$ cat src/rtl/johnson_gray_counter_if.sv
// Bus bundle for johnson_gray_counter: count/load controls toward the counter,
// registered Johnson/index/Gray state and status pulses back.
interface johnson_gray_counter_if #(
  parameter int JW = 4,
  parameter int GW = $clog2(2 * JW)
);
  logic          en;
  logic          dir;
  logic          load;
  logic [GW-1:0] load_idx;
  logic [JW-1:0] j_out;
  logic [GW-1:0] idx;
  logic [GW-1:0] g_out;
  logic          wrap;
  logic          load_err;

  modport master (
    output en, dir, load, load_idx,
    input  j_out, idx, g_out, wrap, load_err
  );

  modport slave (
    input  en, dir, load, load_idx,
    output j_out, idx, g_out, wrap, load_err
  );
endinterface

$ cat src/rtl/johnson_gray_counter.sv
// Up/down Johnson counter with loadable sequence index; the Johnson state, its
// binary index and the Gray code of that index are registered together.
module johnson_gray_counter #(
  parameter int JW = 4,
  parameter int GW = $clog2(2 * JW)
) (
  input  logic                  clk,
  input  logic                  rst_n,
  johnson_gray_counter_if.slave bus
);

  if (JW < 2 || JW > 16) begin : g_bad_jw
    $error("johnson_gray_counter: JW must be in 2..16");
  end
  if (GW != $clog2(2 * JW)) begin : g_bad_gw
    $error("johnson_gray_counter: GW is derived from JW and must not be overridden");
  end

  localparam int            SEQ_LEN_I = 2 * JW;
  localparam logic [GW:0]   SEQ_LEN   = (GW + 1)'(SEQ_LEN_I);
  localparam logic [GW-1:0] IDX_MAX   = GW'(SEQ_LEN_I - 1);

  // First half of the sequence fills ones from the bottom, second half clears
  // them from the bottom, so the MSB tells which half a state sits in.
  function automatic logic [GW-1:0] idx_of(input logic [JW-1:0] j);
    logic [GW:0] pc;
    pc = '0;
    for (int b = 0; b < JW; b++) pc += (GW + 1)'(j[b]);
    if (j[JW-1]) return GW'(SEQ_LEN - pc);
    else         return GW'(pc);
  endfunction

  function automatic logic [JW-1:0] j_of_idx(input logic [GW-1:0] i);
    logic [JW-1:0] j;
    int            iv;
    iv = int'(i);
    j  = '0;
    for (int b = 0; b < JW; b++) begin
      if (iv < JW) j[b] = (b < iv);
      else         j[b] = (b >= iv - JW);
    end
    return j;
  endfunction

  logic [JW-1:0] j_q, j_nx;
  logic [GW-1:0] idx_q, idx_nx;
  logic [GW-1:0] g_q, g_nx;
  logic          wrap_q, wrap_nx;
  logic          err_q, err_nx;

  // NOTE: every always_comb output gets a default first so no path leaves it
  // unassigned, which would otherwise infer a latch.
  always_comb begin
    j_nx    = j_q;
    wrap_nx = 1'b0;
    err_nx  = 1'b0;
    if (bus.load) begin
      if ({1'b0, bus.load_idx} < SEQ_LEN) j_nx   = j_of_idx(bus.load_idx);
      else                                err_nx = 1'b1;
    end else if (bus.en) begin
      if (bus.dir) begin
        j_nx    = {j_q[JW-2:0], ~j_q[JW-1]};
        wrap_nx = (idx_q == IDX_MAX);
      end else begin
        j_nx    = {~j_q[0], j_q[JW-1:1]};
        wrap_nx = (idx_q == '0);
      end
    end
    idx_nx = idx_of(j_nx);
    g_nx   = idx_nx ^ (idx_nx >> 1);
  end

  // NOTE: sequential state uses non-blocking assignments so every register
  // samples pre-edge values regardless of statement order.
  always_ff @(posedge clk) begin
    if (!rst_n) begin
      j_q    <= '0;
      idx_q  <= '0;
      g_q    <= '0;
      wrap_q <= 1'b0;
      err_q  <= 1'b0;
    end else begin
      j_q    <= j_nx;
      idx_q  <= idx_nx;
      g_q    <= g_nx;
      wrap_q <= wrap_nx;
      err_q  <= err_nx;
    end
  end

  assign bus.j_out    = j_q;
  assign bus.idx      = idx_q;
  assign bus.g_out    = g_q;
  assign bus.wrap     = wrap_q;
  assign bus.load_err = err_q;

endmodule

$ cat src/flat_wrapper.sv
// flat-port wrapper written by rule: the top's interface ports become plain ports
module johnson_gray_counter_flat 
#(
  parameter int JW = 4,
  parameter int GW = $clog2(2 * JW)
)
  (clk, rst_n, bus_en, bus_dir, bus_load, bus_load_idx, bus_j_out, bus_idx, bus_g_out, bus_wrap, bus_load_err);
  johnson_gray_counter_if #(.JW(JW), .GW(GW)) bus_i ();
  input  logic clk;
  input  logic rst_n;
  input wire logic [$bits(bus_i.en)-1:0] bus_en;
  input wire logic [$bits(bus_i.dir)-1:0] bus_dir;
  input wire logic [$bits(bus_i.load)-1:0] bus_load;
  input wire logic [$bits(bus_i.load_idx)-1:0] bus_load_idx;
  output wire logic [$bits(bus_i.j_out)-1:0] bus_j_out;
  output wire logic [$bits(bus_i.idx)-1:0] bus_idx;
  output wire logic [$bits(bus_i.g_out)-1:0] bus_g_out;
  output wire logic [$bits(bus_i.wrap)-1:0] bus_wrap;
  output wire logic [$bits(bus_i.load_err)-1:0] bus_load_err;
  assign bus_i.en = bus_en;
  assign bus_i.dir = bus_dir;
  assign bus_i.load = bus_load;
  assign bus_i.load_idx = bus_load_idx;
  assign bus_j_out = bus_i.j_out;
  assign bus_idx = bus_i.idx;
  assign bus_g_out = bus_i.g_out;
  assign bus_wrap = bus_i.wrap;
  assign bus_load_err = bus_i.load_err;
  johnson_gray_counter #(.JW(JW), .GW(GW)) u_core (.clk(clk), .rst_n(rst_n), .bus(bus_i));
endmodule
$ cat config.mk
export PLATFORM = sky130hd
export DESIGN_NAME = johnson_gray_counter_flat
export DESIGN_NICKNAME = d
export VERILOG_FILES = /design/src/rtl/johnson_gray_counter_if.sv /design/src/rtl/johnson_gray_counter.sv /design/src/flat_wrapper.sv
export SDC_FILE = /design/constraint.sdc
export NUM_CORES = 1
export LEC_CHECK = 0
export CAP_MARGIN = 20
export CORE_UTILIZATION = 40
export DETAILED_ROUTE_END_ITERATION = 16
export HOLD_SLACK_MARGIN = 0.15
export PLACE_DENSITY = 0.71
export REMOVE_ABC_BUFFERS = 1
export SLEW_MARGIN = 40
export SYNTH_ARGS = -nofsm -noshare
export SYNTH_HDL_FRONTEND = slang
export SYNTH_SLANG_ARGS = --single-unit
$ cat constraint.sdc
create_clock -name clk -period 3.6 [get_ports clk]
set_input_delay 1.08 -clock clk [delete_from_list [all_inputs] [get_ports clk]]
set_output_delay 1.08 -clock clk [all_outputs]
set_load 0.02 [all_outputs]
* Yosys cells after proc, flatten, opt, wreduce, memory -nomap -nowiden
Index checks and enable logic that the tools add are counted.
Widths: inputs -> output; s select.
** Storage, ports and cells
- Flip-flop bits (word level) :: 11
- Output and inout bits :: 12
** Operators by class
- Reductions and logical operators :: 2
- Bitwise logic cells :: 5
- Eq/ne operators :: 1
- Multiplexer cells :: 9
- Add/subtract/negate cells :: 5
- Order comparisons :: 9
** Operator list (count)
- $ge 3x32->1 const A :: 2
- $ge 1x32->1 const A :: 1
- $ge 2x32->1 const A :: 1
- $mux 4 :: 3
- $add 3x1->3 :: 2
- $lt 1x3->1 const A :: 2
- $lt 2x3->1 const A :: 2
- $mux 1 :: 5
- $not 1->1 :: 4
- $sub 3x3->4 const B :: 1
- $eq 3x3->1 const B :: 1
- $logic_not 3->1 :: 1
- $lt 3x3->1 const B :: 1
- $mux 3 :: 1
- $reduce_or 3->1 :: 1
- $sub 1x3->3 const A :: 1
- $xor 3x2->3 :: 1
- $add 1x1->2 :: 1

* Logic depth before layout (Yosys ltp)
- Depth after elaboration :: 10
- Depth in mapped cells :: 10
- Mapped depth without buffers :: 10

* Worst setup path before layout
No wires, ideal clock.
- Kind :: input-to-reg
- Start point :: in bus_en
- End point :: reg u_core.g_q[0], in the netlist u_core.bus.g_out[0]
- Arrival :: 2956 ps
- Data required time :: 3528 ps
- Path buffers :: 1
- Cell stages on the path :: 9
- Setup slack :: 572 ps
- Cell sequence :: clkbuf_1 -> inv_1 -> a21oi_1 -> a22oi_1 -> ha_1 -> fa_1 -> xor2_1 -> or2_2 -> mux2i_1
** Between the ends
- Word-level cells in the longest chain between the ends :: 8
** Ends and longest elaborated chain
- start, declared :: RTL line flat_wrapper.sv:11 : input wire logic [$bits(bus_i.en)-1:0] bus_en;
- $mux 4 (*) :: RTL line johnson_gray_counter.sv:60 : end else if (bus.en) begin
- $mux 4 (*) :: RTL line johnson_gray_counter.sv:57 : if (bus.load) begin
- named net u_core.j_nx[0] :: RTL line johnson_gray_counter.sv:45 : logic [JW-1:0] j_q, j_nx;
- $add 1x1->2 (*) :: RTL line johnson_gray_counter.sv:28 : for (int b = 0; b < JW; b++) pc += (GW + 1)'(j[b]);
- $add 3x1->3 (*) (2 in a row) :: RTL line johnson_gray_counter.sv:28
- $sub 1x3->3 :: RTL line johnson_gray_counter.sv:29 : if (j[JW-1]) return GW'(SEQ_LEN - pc);
- $mux 3 (*) :: RTL line johnson_gray_counter.sv:29
- $xor 3x2->3 (*) :: RTL line johnson_gray_counter.sv:70 : g_nx = idx_nx ^ (idx_nx >> 1);
- end signal, assigned :: RTL line johnson_gray_counter.sv:85 : g_q <= g_nx;
- end, declared :: RTL line johnson_gray_counter.sv:47 : logic [GW-1:0] g_q, g_nx;
The timed path passes the listed nets; every way through them passes the cells marked *.
A chain may end at the register's enable or synchronous reset.

* Worst setup path in the final report
- Start point :: in bus_load_idx[1]
- End point :: reg u_core.idx_q[1], in the netlist u_core.bus.idx[1]
** Between the ends
- Word-level cells in the longest chain between the ends :: 9
- Elaborated cells between the ends (all ways) :: 20
** Ends and longest elaborated chain
- start, declared :: RTL line flat_wrapper.sv:14 : input wire logic [$bits(bus_i.load_idx)-1:0] bus_load_idx;
- $sub 3x3->4 :: RTL line johnson_gray_counter.sv:40 : else j[b] = (b >= iv - JW);
- $ge 1x32->1 :: RTL line johnson_gray_counter.sv:40
- $mux 1 (*) :: RTL line johnson_gray_counter.sv:39 : if (iv < JW) j[b] = (b < iv);
- $mux 4 (*) :: RTL line johnson_gray_counter.sv:57
- named net u_core.j_nx[0] :: RTL line johnson_gray_counter.sv:45
- $add 1x1->2 (*) :: RTL line johnson_gray_counter.sv:28
- $add 3x1->3 (*) (2 in a row) :: RTL line johnson_gray_counter.sv:28
- $sub 1x3->3 :: RTL line johnson_gray_counter.sv:29
- $mux 3 (*) :: RTL line johnson_gray_counter.sv:29
- end signal, assigned :: RTL line johnson_gray_counter.sv:84 : idx_q <= idx_nx;
- end, declared :: RTL line johnson_gray_counter.sv:46 : logic [GW-1:0] idx_q, idx_nx;
Marks and branches as above.

==> results.cfg <==
[critical_path]
crit_top_cell = ha_1
crit_cells = 11
critPathArrivalTime_ps = 3430
path_max_fanout = 3
crit_family = adder cells
cp_slowest_cell = clkdlybuf4s50_1
startpoint_type = primary input
ff2ff_path_depth = 8
path_class = in2reg
cp_cell_sequence = clkdlybuf4s50_1 -> inv_1 -> ha_1 -> nand2b_1 -> o21ai_0 -> a22oi_1 -> ha_1 -> fa_1 -> xor2_1 -> or2_2 -> mux2i_1
worst-path-buf-inv = 2
cp_slowest_stage_delay_ps = 470
end_kind = flip-flop
crit_required_ps = 3810

[route]
wl_per_cell_um = 11.9
drt-initial-drc-count = 6
vias = 552
viasPerCell = 5.21
drc = 0
ant_nets = 0
first_pass_iters = 3
route.final.wire_length_mm = 1.26

[synthesis]
synthTopCellsByArea = dfxtp_1 32%, mux2i_1 8.0%, and2_1 6.0%
syn_area_per_cell_sq_um = 9.28
yosysTopAreaCell = dfxtp_1
postSynthCellCount = 67
ys_warn_count = 0
yosysUniqueCellTypes = 33
ys_seq_area_frac = 0.322
ys_ff_latch = 10
synth_top_flop_cell = dfxtp_1
synth_top_area_frac = 0.322
synthArstFlopShare = 0
syn_area_sq_um = 622
synth_edf_count = 0

[power]
ir_drop_mv = 0.256
p_total_mw = 0.387
power.density_nw_per_um2 = 443
leakage_nw = 0.378

[cts]
cts.clk_slew.worst_paths_ps = 70
hold_buffers = 0
htree_num_levels = 1
numCtsBuffers = 3
clock_latency_ps = 270
cts_tree = done
cts_resized = 0
cts_setup_buffers = 0
cts.sinks = 10
cts-root-buf = clkbuf_4
cts.path.max_buffers = 2

[global_routing]
grt_max_degree = 8
antenna_found_initial = 0
grt_pass1_vias = 506
grt_pass1_wl_mm = 2.14
grtUsageMet2 = 0.244
globalRouteOverflowTotal = 0
grtUsageMet3 = 0.0739
met1_usage = 0.203
grtUsageTotal = 0.163
grt-busiest-layer = met2

[final_layout]
syn_to_final_growth_pct = 40.2
final_cell_mix = 18 x clkdlybuf4s50_1, 10 x dfxtp_1, 7 x buf_4, 6 x and2_1, 5 x mux2i_1
layout_commonest_cell = clkdlybuf4s50_1
diodes = 0
nNetsFinal = 104
drive_gt1_frac = 0.165
num-fill-cells = 118

[die]
io_pins = 20
initial_utilization = 0.455
die-height_um = 41.4
num_rows = 13
dieArea_sq_um = 1720
die_x_um = 41.4
core_sq_um = 1370

[timing]
period_share = 0.896
fin_crit_ps = 3220
skew_ps = 3.93
max_freq_mhz = 310
rsz0062_at_grt = false
setup_violations = 0
final_hold_viol_count = 0
slew_violations = 0
finalSetupTns_ps = 0

[placed_design]
place.detailed.hpwl_mm = 1.01
numPortBuffers = 18
place_congestion = 0.786

[outcome]
status = completed

[hold_path]
min_path_type = reg2reg
hold-path-cell-count = 2

[run]
cap_violations = 0
==> registers in the layout, indices dropped and copies added (netlist names) <==
register and count:
u_core.bus.j_out 4, u_core.bus.g_out 3, u_core.bus.idx 2, u_core.bus.wrap 1
==> area by class of cell <==
class / count / area, sq um / share of cell area
Clock buffer: 4 / 36.3 / 0.0416
Inverter: 4 / 15.0 / 0.0172
Multi-Input combinational cell: 48 / 369 / 0.423
Sequential cell: 10 / 200 / 0.230
Tap cell: 15 / 18.8 / 0.0215
Timing Repair Buffer: 25 / 233 / 0.267
==> through the flow <==
stage                     setup slack, ps   util  std cells  hold slack (ps)  instance area [sq um]
after global routing                  167  0.638        106              628                    872
after detailed placement             65.4  0.612        102              588                    836
final                                 376  0.638        106              598                    872
after CTS                             356  0.638        106              599                    872
after floorplan                       690      -         62              639                    584
after global placement                135  0.612        102              567                    836
==> cell families after synthesis <==
| group | after synthesis | synth area share |
|---|---|---|
| other | 1 | 0.00603 |
| XOR/XNOR | 1 | 0.0141 |
| adder cells (fa/ha/maj) | 4 | 0.0926 |
| AO/OA/AOI/OAI | 14 | 0.191 |
| AND/OR/NAND/NOR | 23 | 0.209 |
| multiplexers | 5 | 0.0805 |
| flip-flops | 10 | 0.322 |
| buffers and inverters | 9 | 0.0845 |
==> power breakdown <==
part           internal [mW]  total (mW)  switching [mW]
Clock                 0.0615       0.104          0.0422
Sequential             0.128       0.138          0.0104
Combinational         0.0762       0.145          0.0685
==> tightest hold or removal path, cell delays in order, from the launching register on <==
cell and delay (ps):
dfxtp_1 330, nand4_1 140, a2111oi_4 80
==> layer usage <==
| metal | part of all wire | vias to the layer above |
|---|---|---|
| li1 | - | 278 |
| met1 | 0.47 | 254 |
| met2 | 0.45 | 15 |
| met3 | 0.063 | 5 |
| met4 | 0.015 | 0 |
| met5 | 0 | - |
==> synth_stat cells, types with 2 or more instances <==
master,number
inv_1,4
dfxtp_1,10
nand3_1,2
buf_4,3
and2_1,6
a21oi_1,2
nand2_1,4
o21ai_0,3
nor2_1,3
ha_1,3
mux2i_1,5
==> worst paths after layout <==
| path | startpoint | endpoint | slack (ps) |
|---|---|---|---|
| worst max-delay path | bus_load_idx[1] | u_core.bus.idx[1]$_SDFF_PN0_ | 380 |
| worst min-delay path | u_core.bus.idx[0]$_SDFF_PN0_ | u_core.bus.wrap$_SDFF_PP0_ | 600 |
| worst max register to register | u_core.bus.j_out[0]$_SDFF_PN0_ | u_core.bus.idx[1]$_SDFF_PN0_ | 1410 |
| worst min register to register | u_core.bus.idx[0]$_SDFF_PN0_ | u_core.bus.wrap$_SDFF_PP0_ | 600 |
Power figures use the tool's default switching activity.
